$ cat src/rtl/router_reg.sv
// router_reg: 1x3 router datapath register stage (header latch, full-park byte, parity tracking).
// Define ROUTER_REG_PARITY_CHK_EN to build the int_par/pkt_par compare that drives err.
module router_reg #(
    parameter int WIDTH = 8
) (
    input  logic             clk,
    input  logic             rst,
    input  logic             pkt_valid,
    input  logic [WIDTH-1:0] data_in,
    input  logic             fifo_full,
    input  logic             detect_add,
    input  logic             lfd_state,
    input  logic             ld_state,
    input  logic             full_state,
    input  logic             laf_state,
    input  logic             rst_int_reg,
    output logic [WIDTH-1:0] dout,
    output logic             parity_done,
    output logic             low_pkt_valid,
    output logic             err
);

    logic [WIDTH-1:0] dout_q, dout_d;
    logic [WIDTH-1:0] hdr_q, hdr_d;
    logic [WIDTH-1:0] hold_q, hold_d;
    logic             parity_done_q, parity_done_d;
    logic             low_pkt_valid_q, low_pkt_valid_d;
`ifdef ROUTER_REG_PARITY_CHK_EN
    logic [WIDTH-1:0] int_par_q, int_par_d;
    logic [WIDTH-1:0] pkt_par_q, pkt_par_d;
    logic             err_q, err_d;
`endif

    always_comb begin
        // NOTE: every _d starts as its _q, so a path that assigns nothing holds state instead of inferring a latch.
        dout_d          = dout_q;
        hdr_d           = hdr_q;
        hold_d          = hold_q;
        parity_done_d   = parity_done_q;
        low_pkt_valid_d = low_pkt_valid_q;
`ifdef ROUTER_REG_PARITY_CHK_EN
        int_par_d       = int_par_q;
        pkt_par_d       = pkt_par_q;
        err_d           = err_q;
`endif

        if (full_state) begin
            // FIFO_FULL_STATE: everything holds while the target FIFO drains
        end else if (detect_add) begin
            if (pkt_valid && (data_in[1:0] != 2'b11)) begin
                hdr_d = data_in;
            end
            parity_done_d = 1'b0;
`ifdef ROUTER_REG_PARITY_CHK_EN
            if (pkt_valid) begin
                err_d = 1'b0;
            end
`endif
        end else if (lfd_state) begin
            dout_d = hdr_q;
`ifdef ROUTER_REG_PARITY_CHK_EN
            int_par_d = hdr_q;
`endif
        end else if (ld_state) begin
            if (fifo_full) begin
                hold_d = data_in;
            end else begin
                dout_d = data_in;
            end
`ifdef ROUTER_REG_PARITY_CHK_EN
            if (pkt_valid) begin
                int_par_d = int_par_q ^ data_in;
            end
`endif
            // pkt_valid low marks the trailing parity byte
            if (!pkt_valid) begin
                low_pkt_valid_d = 1'b1;
                if (!fifo_full) begin
                    parity_done_d = 1'b1;
`ifdef ROUTER_REG_PARITY_CHK_EN
                    pkt_par_d = data_in;
`endif
                end
            end
        end else if (laf_state) begin
            dout_d = hold_q;
            // A parked parity byte is only now being delivered
            if (low_pkt_valid_q && !parity_done_q) begin
                parity_done_d = 1'b1;
`ifdef ROUTER_REG_PARITY_CHK_EN
                pkt_par_d = hold_q;
`endif
            end
        end else if (rst_int_reg) begin
            low_pkt_valid_d = 1'b0;
`ifdef ROUTER_REG_PARITY_CHK_EN
            err_d = (int_par_q != pkt_par_q);
`endif
        end
    end

    always_ff @(posedge clk) begin
        if (!rst) begin
            dout_q          <= '0;
            hdr_q           <= '0;
            hold_q          <= '0;
            parity_done_q   <= 1'b0;
            low_pkt_valid_q <= 1'b0;
`ifdef ROUTER_REG_PARITY_CHK_EN
            int_par_q       <= '0;
            pkt_par_q       <= '0;
            err_q           <= 1'b0;
`endif
        end else begin
            // NOTE: non-blocking assignments so every register samples the pre-edge values.
            dout_q          <= dout_d;
            hdr_q           <= hdr_d;
            hold_q          <= hold_d;
            parity_done_q   <= parity_done_d;
            low_pkt_valid_q <= low_pkt_valid_d;
`ifdef ROUTER_REG_PARITY_CHK_EN
            int_par_q       <= int_par_d;
            pkt_par_q       <= pkt_par_d;
            err_q           <= err_d;
`endif
        end
    end

    assign dout          = dout_q;
    assign parity_done   = parity_done_q;
    assign low_pkt_valid = low_pkt_valid_q;
`ifdef ROUTER_REG_PARITY_CHK_EN
    assign err           = err_q;
`else
    assign err           = 1'b0;
`endif

endmodule

$ cat config.mk
export PLATFORM = sky130hd
export DESIGN_NAME = router_reg
export DESIGN_NICKNAME = d
export VERILOG_FILES = /design/src/rtl/router_reg.sv
export SDC_FILE = /design/constraint.sdc
export NUM_CORES = 1
export LEC_CHECK = 0
export CAP_MARGIN = 40
export CORE_MARGIN = 5
export CORE_UTILIZATION = 60
export CTS_CLUSTER_DIAMETER = 40
export CTS_CLUSTER_SIZE = 10
export DETAILED_ROUTE_END_ITERATION = 6
export DONT_BUFFER_PORTS = 1
export HOLD_SLACK_MARGIN = 0.12
export MAX_ROUTING_LAYER = met4
export PLACE_DENSITY = 0.72
export REMOVE_ABC_BUFFERS = 1
export SLEW_MARGIN = 10
export SYNTH_ARGS = -nofsm -noshare
export SYNTH_HDL_FRONTEND = slang
export SYNTH_SLANG_ARGS = --single-unit
$ cat constraint.sdc
create_clock -name clk -period 3.4 [get_ports clk]
set_input_delay 0.34 -clock clk [delete_from_list [all_inputs] [get_ports clk]]
set_output_delay 0.34 -clock clk [all_outputs]
set_load 0.02 [all_outputs]
==> impl_metrics.tcl <==
set metrics [dict create \
    status "complete, no violations" \
    start_util 0.6125 \
    hold_ws_ns 0.1460 \
    synth_compound_area_frac 0.1582 \
    skew_ns 0.003081 \
    overflow 0 \
    nets 164 \
    synth.distinct_cells 26 \
    insertion_delay_ns 0.32 \
    ir_worst_vdd_mv 0.3079 \
    fill_cells 182 \
    r2r_start "low_pkt_valid$_SDFFE_PN0P_" \
    numCtsBuffers 3 \
    grt_pass1_wl_mm 4.436 \
    seq_area_frac_synth 0.3917 \
    dieArea_um2 3256 \
    end_kind "register" \
    ys_top_cells_by_area "dfxtp_1 (39%), mux2i_1 (12%), nand2_1 (7.3%)" \
    core_area_um2 2170 \
    clk_pin_slew_ns 0.14 \
    multiInputGateArea_um2 745.7 \
    reg2reg_slack_ns 1.74 \
    grtUsageMet3 0.03846 \
    maxCapViolCount 0 \
    cp.required_ns 3.67 \
    slew_violations 0 \
    htreeDepth 1 \
    met2_usage 0.2904 \
    min_path_type "primary input to register" \
    p_leak_nw 0.5387 \
    die_h_um 57.06 \
    r2r-end "parity_done$_SDFFE_PN0P_" \
    fin_crit_ns 1.658 \
    synth_top_area_frac 0.3917 \
    synth-edff-count 0 \
    globalplace.congestion 0.7367 \
    rsz0062_at_grt "false" \
    min_from "data_in[4]" \
    synth_simple_gate_area_frac 0.2119 \
    viasPerCell 5.803 \
    path_max_fanout 3 \
    ant_nets 0 \
    ys_seq_elements 26 \
    drc 0 \
    busiest_layer "met2" \
    worst_pin_slew_ns 0.6499 \
    synth_top_family_by_area "simple AND/OR/NAND/NOR gates" \
    diodes 0 \
    totalWireLength_mm 2.641 \
    ys_top_cells_by_count "dfxtp_1 (26), nand2_1 (26), mux2i_1 (16), nand2b_1 (10), nand3_1 (9)" \
    seq_area_um2 520.5 \
    root_buffer "clkbuf_4" \
    grt_antenna_before_repair 0 \
    finalSetupViolCount 0 \
    postSynthAreaPerCell_um2 8.858 \
    syn_to_final_growth_pct 4.708 \
    critical_path_class "register to register" \
    synth_top_cell_by_area "dfxtp_1" \
    io_pins 29 \
    rows 17 \
    syn_area_um2 1329 \
    synth_top_flop_cell "dfxtp_1" \
    synth_async_sr_flop_share 0 \
    die_w_um 57.06 \
    grtUsageMet1 0.2083 \
    track_usage 0.1733 \
    grt_max_degree 44 \
    cts_tree "yes" \
    dr_total_vias 1004 \
    fin_tns_setup_ns 0 \
    synth_cells 150 \
    max_freq_mhz 603.3 \
    clock-sinks 26 \
    synth-warning-count 0 \
    arrival_ns 1.93 \
    final.period_utilization 0.4875 \
    worstRegToRegCells 4 \
    drt-wirelength-per-cell_um 15.27 \
    clock_path_buffers 2 \
    hold_viol 0 \
    worstHoldPathCells 2 \
    firstDrtPassIters 4 \
    finalPower_mw 0.5819 \
    io_buffers 0 \
    grt_pass1_vias 988 \
    synthAdderAreaFrac 0 \
    dr.first_iter.drc_count 17 \
    power.density_nw_per_um2 418.3 \
    ctsResizeCount 0 \
    synth_xor_area_frac 0 \
    worstSetupStartpointType "register" \
    slew_headroom 0.5667 \
    whs_endpoint "hold_q[4]$_SDFFE_PN0P_" \
    dpl.hpwl_mm 1.767 \
    synth_mux_area_frac 0.1883 \
    drive_gt1_frac 0.09655 \
]
-- layer usage --
layer	share of wire	vias to the layer above	wire (µm)
li1	-	508	-
met4	0.0045	0	12
met3	0.053	2	141
met5	0	-	0
met1	0.45	478	1184
met2	0.49	16	1302
-- power breakdown --
part | internal [mW] | total [mW] | leakage [nW] | switching [mW]
clock | 0.119 | 0.211 | 0.0279 | 0.0923
combinational | 0.0265 | 0.0489 | 0.300 | 0.0225
sequential | 0.313 | 0.322 | 0.211 | 0.00888
-- repair_timing --
action | CTS | global route
buffers inserted | 0 | 0
endpoints found under the setup margin | 0 | 0
endpoints found under the hold margin | 1 | 1
hold buffers | 2 | 1
-- cell type report --
class | instances | share of cell area
multi-input cells | 110 | 0.5360
repair buffers | 3 | 0.02158
clock buffers | 3 | 0.01619
clock inverters | 1 | 0.02158
well taps | 28 | 0.02518
inverters | 2 | 0.005396
flip-flops and latches | 26 | 0.3741
-- flip-flops by register name, indices dropped and copies added (netlist names) --
register       count
parity_done        1
hdr_q              8
dout               8
low_pkt_valid      1
hold_q             8
-- critical path: stages, from the launching register on --
cell and delay [ns]:
dfxtp_1 0.49, and3b_1 0.20, a31oi_1 0.05, o41ai_1 0.28, dlygate4sd3_1 0.59
-- worst max-delay path by stage --
stage	slack (ns)	startpoint	depth (start not counted)	endpoint
final	1.74	low_pkt_valid$_SDFFE_PN0P_	4	parity_done$_SDFFE_PN0P_
after global routing	1.60	low_pkt_valid$_SDFFE_PN0P_	4	parity_done$_SDFFE_PN0P_
after CTS	1.82	low_pkt_valid$_SDFFE_PN0P_	4	parity_done$_SDFFE_PN0P_
after detailed placement	1.98	detect_add	3	hold_q[1]$_SDFFE_PN0P_
after global placement	2.03	detect_add	3	hold_q[0]$_SDFFE_PN0P_
after floorplan	2.13	detect_add	3	hold_q[0]$_SDFFE_PN0P_
-- cells in the final DEF (no fill, tap or decap) --
cell type and instances:
a21boi_0 8, a31oi_1 2, and2_1 1, and3_1 2, and3b_1 2, bufinv_16 1, clkbuf_4 3, conb_1 1
dfxtp_1 26, dlygate4sd3_1 3, inv_1 2, mux2_2 8, mux2i_1 16, nand2_1 26, nand2b_1 10, nand3_1 9
nand3b_1 1, nor2_1 2, nor2b_1 1, nor2b_4 1, nor3_1 1, o211ai_1 8, o21a_1 1, o21ai_0 8
o31ai_4 1, o41ai_1 1
-- metrics by stage --
| step | area [µm²] | instances | setup slack [ns] | util |
|---|---|---|---|---|
| after global routing | 1391 | 173 | 1.598 | 0.6413 |
| after CTS | 1381 | 172 | 1.815 | 0.6367 |
| after global placement | 1309 | 166 | 2.031 | 0.6032 |
| final | 1391 | 173 | 1.742 | 0.6413 |
| after detailed placement | 1309 | 166 | 1.981 | 0.6032 |
| after floorplan | 1274 | 138 | 2.134 | - |
-- cells by family (layout without fill, tap and decap cells) --
family                 after synthesis  in the layout
AOI/OAI and AO/OA                   29             29
and+or+nand+nor                     56             56
DFF                                 26             26
other                                1              1
muxes                               24             24
buffers and inverters               14              9
Note: power is estimated with default switching activity, not from simulation.
